$ cat config.mk
export PLATFORM = sky130hd
export DESIGN_NAME = l2_cacheline_adapter
export DESIGN_NICKNAME = d
export VERILOG_FILES = /design/src/rtl/l2_cacheline_adapter.sv
export SDC_FILE = /design/constraint.sdc
export NUM_CORES = 1
export LEC_CHECK = 0
export CELL_PAD_IN_SITES_DETAIL_PLACEMENT = 0
export CELL_PAD_IN_SITES_GLOBAL_PLACEMENT = 2
export CORE_ASPECT_RATIO = 2
export CORE_UTILIZATION = 28
export DETAILED_ROUTE_END_ITERATION = 6
export PLACE_DENSITY_LB_ADDON = 0.1
export SYNTH_ARGS = -nofsm -noshare
export SYNTH_HDL_FRONTEND = slang
export SYNTH_SLANG_ARGS = --single-unit
$ cat constraint.sdc
create_clock -name clk -period 2.68 [get_ports clk]
set_input_delay 0.268 -clock clk [delete_from_list [all_inputs] [get_ports clk]]
set_output_delay 0.268 -clock clk [all_outputs]
set_load 0.005 [all_outputs]
$ cat src/rtl/l2_cacheline_adapter.sv
// Bridges the L2 pmem port to a narrow burst memory bus: one cacheline request becomes a
// BEATS-long burst, with a single-cycle completion pulse and a stable assembled read line.
module l2_cacheline_adapter #(
    parameter int unsigned S_LINE   = 256,
    parameter int unsigned S_BURST  = 64,
    parameter int unsigned S_OFFSET = 5
) (
    input  logic               clk,
    input  logic               rst,
    input  logic [31:0]        line_addr_i,
    input  logic [S_LINE-1:0]  line_i,
    input  logic               read_i,
    input  logic               write_i,
    output logic [S_LINE-1:0]  line_o,
    output logic               resp_o,
    output logic [31:0]        burst_addr_o,
    output logic [S_BURST-1:0] burst_o,
    input  logic [S_BURST-1:0] burst_i,
    output logic               burst_read_o,
    output logic               burst_write_o,
    input  logic               burst_resp_i
);

    localparam int unsigned BEATS = S_LINE / S_BURST;
    localparam int unsigned CNT_W = (BEATS > 1) ? $clog2(BEATS) : 1;
    localparam int unsigned SEL_W = $clog2(S_BURST);
    localparam int unsigned IDX_W = CNT_W + SEL_W;
    localparam logic [CNT_W-1:0] CNT_LAST = CNT_W'(BEATS - 1);

    typedef enum logic [2:0] {StIdle, StRd, StWr, StDone, StRearm} state_e;

    state_e              state_q, state_d;
    logic [CNT_W-1:0]    cnt_q, cnt_d;
    logic [31:S_OFFSET]  addr_q, addr_d;
    logic [S_LINE-1:0]   buf_q, buf_d;
    logic [S_LINE-1:0]   line_q, line_d;
    logic                wr_q, wr_d;
    logic [IDX_W-1:0]    beat_base;
    logic                beat;
    logic                last_beat;
    logic                unused_addr_bits;

    assign unused_addr_bits = ^line_addr_i[S_OFFSET-1:0];

    assign beat      = burst_resp_i && ((state_q == StRd) || (state_q == StWr));
    assign last_beat = beat && (cnt_q == CNT_LAST);
    assign beat_base = {cnt_q, {SEL_W{1'b0}}};

    always_ff @(posedge clk or negedge rst) begin
        if (!rst) begin
            state_q <= StIdle;
        end else begin
            state_q <= state_d;
        end
    end

    always_comb begin
        state_d = state_q;
        unique case (state_q)
            StIdle: begin
                if (write_i) begin
                    state_d = StWr;
                end else if (read_i) begin
                    state_d = StRd;
                end
            end
            StRd, StWr: begin
                if (last_beat) begin
                    state_d = StDone;
                end
            end
            StDone: state_d = StRearm;
            // Only the strobe of the request just served gates re-entry to idle.
            StRearm: begin
                if (wr_q ? !write_i : !read_i) begin
                    state_d = StIdle;
                end
            end
            default: state_d = StIdle;
        endcase
    end

    always_ff @(posedge clk or negedge rst) begin
        if (!rst) begin
            cnt_q  <= '0;
            addr_q <= '0;
            buf_q  <= '0;
            line_q <= '0;
            wr_q   <= 1'b0;
        end else begin
            cnt_q  <= cnt_d;
            addr_q <= addr_d;
            buf_q  <= buf_d;
            line_q <= line_d;
            wr_q   <= wr_d;
        end
    end

    always_comb begin
        cnt_d  = cnt_q;
        addr_d = addr_q;
        buf_d  = buf_q;
        line_d = line_q;
        wr_d   = wr_q;
        if (state_q == StIdle) begin
            cnt_d = '0;
            if (write_i) begin
                addr_d = line_addr_i[31:S_OFFSET];
                buf_d  = line_i;
                wr_d   = 1'b1;
            end else if (read_i) begin
                addr_d = line_addr_i[31:S_OFFSET];
                wr_d   = 1'b0;
            end
        end else if (beat) begin
            cnt_d = cnt_q + CNT_W'(1);
            if (state_q == StRd) begin
                buf_d[beat_base +: S_BURST] = burst_i;
                // Publish the whole line at once so L2 never sees a partial fill.
                if (last_beat) begin
                    line_d = buf_d;
                end
            end
        end
    end

    always_comb begin
        burst_read_o  = (state_q == StRd);
        burst_write_o = (state_q == StWr);
        resp_o        = (state_q == StDone);
        line_o        = line_q;
        burst_addr_o  = '0;
        burst_o       = '0;
        if ((state_q == StRd) || (state_q == StWr)) begin
            burst_addr_o = {addr_q, {S_OFFSET{1'b0}}};
        end
        if (state_q == StWr) begin
            burst_o = buf_q[beat_base +: S_BURST];
        end
    end

endmodule

## Yosys cells after proc, flatten, opt, wreduce, memory -nomap -nowiden

Index checks and enable logic that the tools add are counted.

| word-level totals | value |
|---|---|
| flip-flop bits (word level) | 545 |
| bits of input ports | 357 |

| cells by class | value |
|---|---|
| add/subtract/negate cells | 2 |
| eq/ne operators | 9 |
| shifts and indexed selects | 3 |
| mux-type cells | 19 |
| bitwise gates (word level) | 1 |
| reductions and logical operators | 14 |

Operators by type and width:

| operator | number |
|---|---|
| $mux 256 | 4 |
| $bwmux 256 | 1 |
| $shift 64x10->256 const A | 1 |
| $shiftx 256x9->64 | 1 |
| $shiftx 64x10->256 | 1 |
| $mux 64 | 1 |
| $mux 27 | 2 |
| $mux 32 | 1 |
| $mux 3 | 4 |
| $pmux 3 s4 | 1 |
| $neg 8->10 | 1 |
| $eq 3x2->1 const B | 2 |
| $ne 2x2->1 const B | 3 |
| $reduce_and 3->1 | 2 |
| $reduce_bool 2->1 | 3 |
| $mux 2 | 2 |
| $reduce_and 4->1 | 1 |
| $eq 3x1->1 const B | 1 |
| $eq 3x3->1 const B | 1 |
| $logic_not 3->1 | 1 |
| $mux 1 | 3 |
| $ne 3x3->1 const B | 1 |
| $add 2x1->2 const B | 1 |
| $eq 2x2->1 const B | 1 |
| other kinds (6) | 8 |

## Depth between registers and ports, before layout

Gate-level depths: netlist (run 1).

| depth | value |
|---|---|
| depth in word-level cells | 6 |
| mapped depth | 13 |
| depth with buffers taken out | 6 |

## Worst setup path after synthesis (run 1)

OpenSTA, ideal clock, no wires.

| path | value |
|---|---|
| path type | register to register |
| from | register cnt_q[0] |
| to | register line_q[118], in the netlist line_o[118] |
| setup time | 0.126 ns |
| arrival time | 2.481 ns |
| required time | 2.554 ns |
| setup slack | 0.073 ns |
| stages on the path, launching flop included | 14 |
| path buffers | 7 |
| clock period less this slack | 2.607 ns |
| cell sequence | dfrtp_1 -> buf_2 -> buf_4 -> buf_2 -> inv_1 -> ha_1 -> nor3b_1 -> buf_2 -> and2_4 -> buf_6 -> buf_6 -> buf_6 -> a221oi_1 -> nor2_1 |

| between the ends | value |
|---|---|
| word-level cells in the longest chain between the ends | 3 |
| elaborated cells on any way between the ends | 7 |

RTL lines:

| item | line | text |
|---|---|---|
| start: declaration | 33 | `logic [CNT_W-1:0] cnt_q, cnt_d;` |
| start signal: assignment | 91 | `cnt_q <= cnt_d;` |
| $neg 8->10 / $eq 2x2->1 (equally long branches) | 118, 46 |  |
| $shiftx 64x10->256, or another cell as far along | 118 | `buf_d[beat_base +: S_BURST] = burst_i;` |
| $bwmux 256 / $reduce_and 4->1 (equally long branches) | -- |  |
| end signal: assignment | 94 | `line_q <= line_d;` |
| end: declaration | 36 | `logic [S_LINE-1:0] line_q, line_d;` |

Several ways; a longest one is shown, not always the timed one.
A chain may end at the register's enable or synchronous reset.

## Worst setup path in the final report (run 1)

| path | value |
|---|---|
| from | register cnt_q[0] |
| to | output port burst_o[31] |

| between the ends | value |
|---|---|
| word-level cells in the longest chain between the ends | 2 |

RTL lines:

| item | line | text |
|---|---|---|
| $shiftx 256x9->64 | 138 | `burst_o = buf_q[beat_base +: S_BURST];` |
| $mux 64 | 137 | `if (state_q == StWr) begin` |
| end: declaration | 17 | `output logic [S_BURST-1:0] burst_o,` |

Every way passes these cells.

==> reports/metrics.csv, run 1 <==
metric,value,unit
cts_buffers,57,
ctsLongestPathBuffers,3,
grt_pass1_wl,217000,um
drc,0,
synthFlopType,dfrtp_1,
max_freq,367,MHz
required,2.41,ns
violations,setup timing,
synthArstFlopShare,1.00,
yosysUniqueCellTypes,55,
skew,0.0149,ns
drv_slew,0,
synth.area.top_cells,"dfrtp_1 48%, a22o_1 7.1%, nor2_1 6.8%",
critPathLaunchType,flip-flop,
crit_chain,"buf_12, buf_12, buf_16, buf_6, mux4_2, nor2b_4, buf_2",
max_slew_margin,0.297,
nets,3810,
arrival,2.46,ns
postRouteAntennaNets,0,
slowest_stage,dfrtp_4,
io_pins,712,
clockRootBuffer,clkbuf_16,
yosysWarnings,0,
ys_top_cells_by_count,"545 x dfrtp_1, 518 x nor2_1, 232 x a22o_1, 220 x clkbuf_1, 200 x a221oi_1",
ys_seq_elements,545,
die-area,0.104,mm2
ir_drop,0.509,mV
ff2ff_path_depth,8,
fin_crit_sh,1.02,
multi_input_area,0.0138,mm2
finalSetupViolCount,14,
rows,165,
slowest_delay,0.51,ns
path_clk_slew,0.07,ns
clk_latency,0.66,ns
synth.avg_cell_area,9.99,um2
syn_inst,2867,
core_area,0.101,mm2
fin_crit,2.73,ns
die_x,228,um
leakagePower,17.3,nW
status,finished with violations,
first_pass_iters,5,
post_drt_wl_per_cell,31.5,um
grt_setup_unrepaired,yes,
yosys.area.top_type_share,0.476,
netlist.top_cell.by_area,dfrtp_1,
yosysMostFrequentCell,dfrtp_1,
first_iter_violations,2032,
grt.met3_usage,0.0594,
cp.buffers_inverters,5,
grt_max_degree,99,
area_growth,41.3,%
grt-busiest-layer,met2,
vias,27698,
synth_area,0.0286,mm2
drt-total-wl,153000,um
fillCellCount,9978,
fin_setup_tns,-0.326,ns
port_buffers,701,
r2r-end,buf_q[169],
layout_setup_ws,-0.0457,ns
viasPerCell,5.72,
regArea,0.0136,mm2
critPathMostFrequentCell,buf_12,
worst_slew_pin_slew,1.05,ns
min_path_type,in -> async,
grt_overflow,0,
cpLargestDelayFamily,buffers and inverters,
final_hold_viol_count,0,
final_layout_size_suffix_gt1_frac,0.149,
cap_violations,0,
start_util,0.283,
die_h,454,um
grtUsageMet1,0.342,
cp-end-kind,primary output,
grt_use_total,0.287,
htreeDepth,2,
use_met2,0.504,
clock_sinks,545,
antenna_found_initial,28,
ys_seq_area_frac,0.476,
r2r_slack,0.11,ns
cts_tree,built,
grt_pass1_vias,28512,
r2r_start,cnt_q[0],
synth-edff-count,0,
worstPathMaxFanout,6,
globalplace.congestion,0.847,
whs,0.121,ns
power.density,1110,mW/mm2
dpl.hpwl,97800,um
criticalPathCategory,reg -> out,
-- worst max path at each step --
stage / depth (start not counted) / end / start / slack [ns]
final: 7 / burst_o[31] / cnt_q[0] / -0.05
after global routing: 7 / burst_o[36] / cnt_q[0] / -0.10
after CTS: 5 / burst_o[3] / state_q[0] / -0.18
after detailed placement: 6 / buf_q[60] / state_q[0] / 0.09
after global placement: 6 / buf_q[59] / state_q[0] / 0.12
after floorplan: 13 / line_o[118] / cnt_q[0] / 0.07
-- layout by cell type (no fill, tap or decap), types with 7 or more instances in the layout --
master,n
a21o_1,67
a21oi_1,169
a221oi_1,199
a221oi_2,13
a22o_1,232
a311oi_1,22
and2_1,26
and3_1,67
buf_12,59
buf_16,10
buf_2,45
buf_4,82
buf_6,31
clkbuf_1,14
clkbuf_16,61
clkbuf_2,9
clkbuf_8,13
clkdlybuf4s15_1,14
clkdlybuf4s50_1,607
clkinv_2,12
dfrtp_1,542
diode_2,9
dlygate4sd2_1,13
dlymetal6s2s_1,7
mux2_1,20
mux2_2,8
mux4_2,64
nand2_1,107
nand3_1,104
nor2_1,516
nor2b_1,22
nor2b_4,42
nor3_1,22
o21a_1,22
o2bb2ai_1,64
o31ai_1,88
o31ai_2,16
-- stage by stage --
step | util | cell area (um2) | power (mW) | worst slack (ns) | std cells
2_1_floorplan | - | 28600 | 23.1 | 0.0732 | 2871
3_3_place_gp | 0.367 | 37200 | 33.4 | 0.120 | 4643
3_5_place_dp | 0.367 | 37200 | 33.7 | 0.0880 | 4643
4_1_cts | 0.398 | 40300 | 44.9 | -0.176 | 4823
5_1_grt | 0.400 | 40400 | 47.1 | -0.104 | 4837
6_report | 0.400 | 40500 | 45.0 | -0.0457 | 4841
-- cell families (layout without fill, tap and decap cells) --
logic type | Yosys count | count (layout) | synth area share
other | 1 | 14 | 0.000131
AOI/OAI and AO/OA | 907 | 907 | 0.252
and+or+nand+nor | 936 | 937 | 0.146
adders and majority gates | 5 | 5 | 0.00219
xor gates and xnor gates | 2 | 2 | 0.000612
muxes | 93 | 93 | 0.0617
buffers and inverters | 378 | 1002 | 0.0610
DFF | 545 | 545 | 0.476
-- power by group --
part	internal [mW]	switching [mW]
registers	11.1	2.56
logic	10.8	11.8
clock network	4.97	3.81
total	26.8	18.1
-- cell type report --
cell class	instances	area share
clock inverters	21	0.00665
flip-flops and latches	545	0.337
multi-input cells	1949	0.340
diodes	9	0.000557
repair buffers	888	0.231
inverters	7	0.000866
clock buffers	86	0.0422
well taps	1336	0.0413
-- routing by layer --
layer / share of wire / vias up
li1: - / 11762
met1: 0.38 / 14220
met2: 0.51 / 1394
met3: 0.071 / 282
met4: 0.037 / 40
met5: 0.0017 / -
-- flip-flops by register name, indices dropped and copies added (netlist names) --
signal   cells
buf_q      256
line_o     256
addr_q      27
state_q      3
cnt_q        2
wr_q         1
-- what timing repair did --
action	4_1_cts	5_1_grt
pin swaps	4	2
setup endpoints to repair	94	52
gates cloned	13	2
hold endpoints to repair	147	0
gates resized for setup	343	77
setup buffers	60	13
hold buffers	1	0
Power figures use the tool's default switching activity.
==> inputs of run 2 (changes only) <==
--- a/config.mk
+++ b/config.mk
@@ -11,6 +11,7 @@
 export CORE_UTILIZATION = 28
 export DETAILED_ROUTE_END_ITERATION = 6
 export PLACE_DENSITY_LB_ADDON = 0.1
+export SLEW_MARGIN = 15
 export SYNTH_ARGS = -nofsm -noshare
 export SYNTH_HDL_FRONTEND = slang
 export SYNTH_SLANG_ARGS = --single-unit
==> results of run 2 <==
No change in the layout: final DEF, timing and power equal those of run 1.
==> inputs of run 3 (changes only) <==
--- a/config.mk
+++ b/config.mk
@@ -5,10 +5,11 @@
 export SDC_FILE = /design/constraint.sdc
 export NUM_CORES = 1
 export LEC_CHECK = 0
+export ABC_AREA = 1
 export CELL_PAD_IN_SITES_DETAIL_PLACEMENT = 0
 export CELL_PAD_IN_SITES_GLOBAL_PLACEMENT = 2
-export CORE_ASPECT_RATIO = 2
-export CORE_UTILIZATION = 28
+export CORE_UTILIZATION = 25
+export CTS_CLUSTER_SIZE = 24
 export DETAILED_ROUTE_END_ITERATION = 6
 export PLACE_DENSITY_LB_ADDON = 0.1
 export SLEW_MARGIN = 15
==> run 3 against run 2 <==
The flow still finishes with violations (setup timing). Synthesized cell count rose by 51%. Utilization shrank 3.9 points. Cell count rose by 36%. Count of clock-buffer cells in the layout up 30. Critical path type unchanged. Area after synthesis rose by 4.1%. Register-to-register slack better by 0.06 ns. Sequential share of layout area decreased by 1.7 points. Via count grew 14%. Die area grew 16%. Routed wire length grew 5.9%.
==> reports/metrics.csv, run 3 <==
metric,value,unit
die_h,347,um
yosys.area.top_type_share,0.458,
clockRootBuffer,clkbuf_16,
layout_setup_ws,-0.0319,ns
clock_sinks,545,
wl_met1,71200,um
yosysMostFrequentCell,nand2_1,
criticalPathCategory,reg -> out,
dr_wl_met3,8980,um
route.met2.wl,76300,um
place_ws,0.258,ns
grt_max_degree,103,
slowest_delay,0.53,ns
ir_drop,0.849,mV
nets,5349,
synth_area,0.0298,mm2
path_clk_slew,0.06,ns
worst_slew_pin_slew,0.807,ns
yosysWarnings,0,
arrival,2.44,ns
synth-edff-count,0,
grt_pass1_wl,232000,um
clk_latency,0.65,ns
fin_crit_sh,1.01,
max_slew_margin,0.460,
vias,31685,
synth.avg_cell_area,6.88,um2
stdcell_count,6585,
grt_use_total,0.264,
required,2.41,ns
synthArstFlopShare,1.00,
max_freq,369,MHz
drc,0,
first_iter_violations,2045,
fillCellCount,12879,
violations,setup timing,
rows,126,
ctsLongestPathBuffers,3,
leakagePower,20.4,nW
synthFlopType,dfrtp_1,
post_drt_wl_per_cell,24.5,um
cpLargestDelayFamily,buffers and inverters,
synth_top_family_by_area,simple AND/OR/NAND/NOR gates,
area_growth,43.0,%
fin_crit,2.71,ns
first_pass_iters,6,
netlist.top_cell.by_area,dfrtp_1,
final_common_cell,nand2_1,
die_x,347,um
critPathLaunchType,flip-flop,
grt_setup_unrepaired,yes,
status,finished with violations,
cp.buffers_inverters,4,
port_buffers,701,
skew,0.0206,ns
final_cell_mix,"1,697 x nand2_1, 629 x clkdlybuf4s50_1, 613 x nor2_1",
worstPathMaxFanout,15,
min_path_type,in -> reg,
ys_seq_area_frac,0.458,
power.density,1270,mW/mm2
syn_inst,4334,
synth-simple-area-share,0.344,
crit_chain,"buf_6, buf_4, bufbuf_16, a21oi_1, o21ai_0, a21oi_2, clkdlybuf4s15_1",
slowest_stage,dfrtp_4,
die-area,0.121,mm2
antenna_found_initial,18,
cp-end-kind,primary output,
start_util,0.252,
cts_tree,built,
yosysUniqueCellTypes,26,
synth_xor_area_frac,0,
htreeDepth,3,
post-route-util,0.361,
drt-total-wl,162000,um
ys_top_cells_by_count,"1,700 x nand2_1, 623 x nor2_1, 545 x dfrtp_1, 302 x o21ai_0, 201 x inv_1",
routed.top_layer,met5,
dpl.hpwl,103000,um
postRouteAntennaNets,0,
core_area,0.118,mm2
cap_violations,0,
finalSetupViolCount,8,
cts_buffers,73,
final_hold_viol_count,0,
io_pins,712,
synth_compound_area_frac,0.124,
grt_overflow,0,
yosys-mux-area-fraction,0,
synth.area.top_cells,"dfrtp_1 46%, nand2_1 21%, nor2_1 7.8%",
drv_slew,0,
viasPerCell,4.81,
synth_fa_ha_area_frac,0.00210,
final_layout_size_suffix_gt1_frac,0.0933,
grt_pass1_vias,32182,
dp_cells,6383,
ys_seq_elements,545,
globalplace.congestion,0.803,
fin_setup_tns,-0.132,ns
==> run 3: metrics by stage <==
step           instance area [um2]  power (mW)  hold WS, ns
2_1_floorplan                29800        28.1      -0.0276
3_3_place_gp                 39200        42.2        0.317
3_5_place_dp                 39200        42.3        0.323
4_1_cts                      42400        54.4        0.132
5_1_grt                      42600        57.9        0.162
6_report                     42600        54.1        0.181
==> run 3: layout make-up <==
type                            instances  area, um2  share of cell area
Tap cell                             1536       1920              0.0451
Multi-Input combinational cell       3272      14400               0.338
Clock buffer                          116       2160              0.0507
Antenna cell                            9       22.5            0.000529
Inverter                              208        847              0.0199
Timing Repair inverter                  1       11.3            0.000264
Sequential cell                       545      13600               0.320
Clock inverter                         12        158             0.00370
Timing Repair Buffer                  886       9460               0.222
==> run 3: path summary, 6_finish.rpt <==
kind | start | endpoint | slack, ns | depth (start not counted)
min reg2reg | line_o[111] | line_o[111] | 0.47 | 2
max | cnt_q[0] | burst_o[35] | -0.03 | 7
max in group asynchronous | rst | line_o[1] | 1.52 | 3
max reg2reg | cnt_q[0] | buf_q[236] | 0.17 | 12
min | line_addr_i[5] | addr_q[5] | 0.18 | 3
min in group asynchronous | rst | line_o[150] | 0.23 | 2
==> run 3: cells by family after synthesis <==
group / Yosys count
compound gates: 662
fa+ha+maj: 5
buf+inv: 521
flops: 545
other cells: 1
simple gates: 2600
==> run 3: what timing repair did <==
item / CTS / global route
cloned: 15 / 0
setup endpoints to repair: 92 / 177
hold buffers: 1 / 0
hold endpoints to repair: 35 / 0
gates resized for setup: 230 / 87
pin swaps: 47 / 26
buffers inserted: 34 / 20
==> run 3: per-layer routing <==
metal,GRT usage,vias up
met4,0.0904,12
met2,0.435,913
li1,-,15042
met1,0.342,15491
met5,0,-
met3,0.0534,227
==> run 3: power breakdown <==
group | leakage (nW) | switching (mW) | internal [mW] | total (mW)
clock network | 1.13 | 4.18 | 5.71 | 9.90
logic | 12.5 | 17.9 | 11.8 | 29.7
registers | 6.72 | 2.50 | 11.9 | 14.4
==> run 3: worst min-delay path, cell delays in order <==
cell,delay [ns]
clkdlybuf4s50_1,0.39
nand2_1,0.06
o21ai_0,0.06
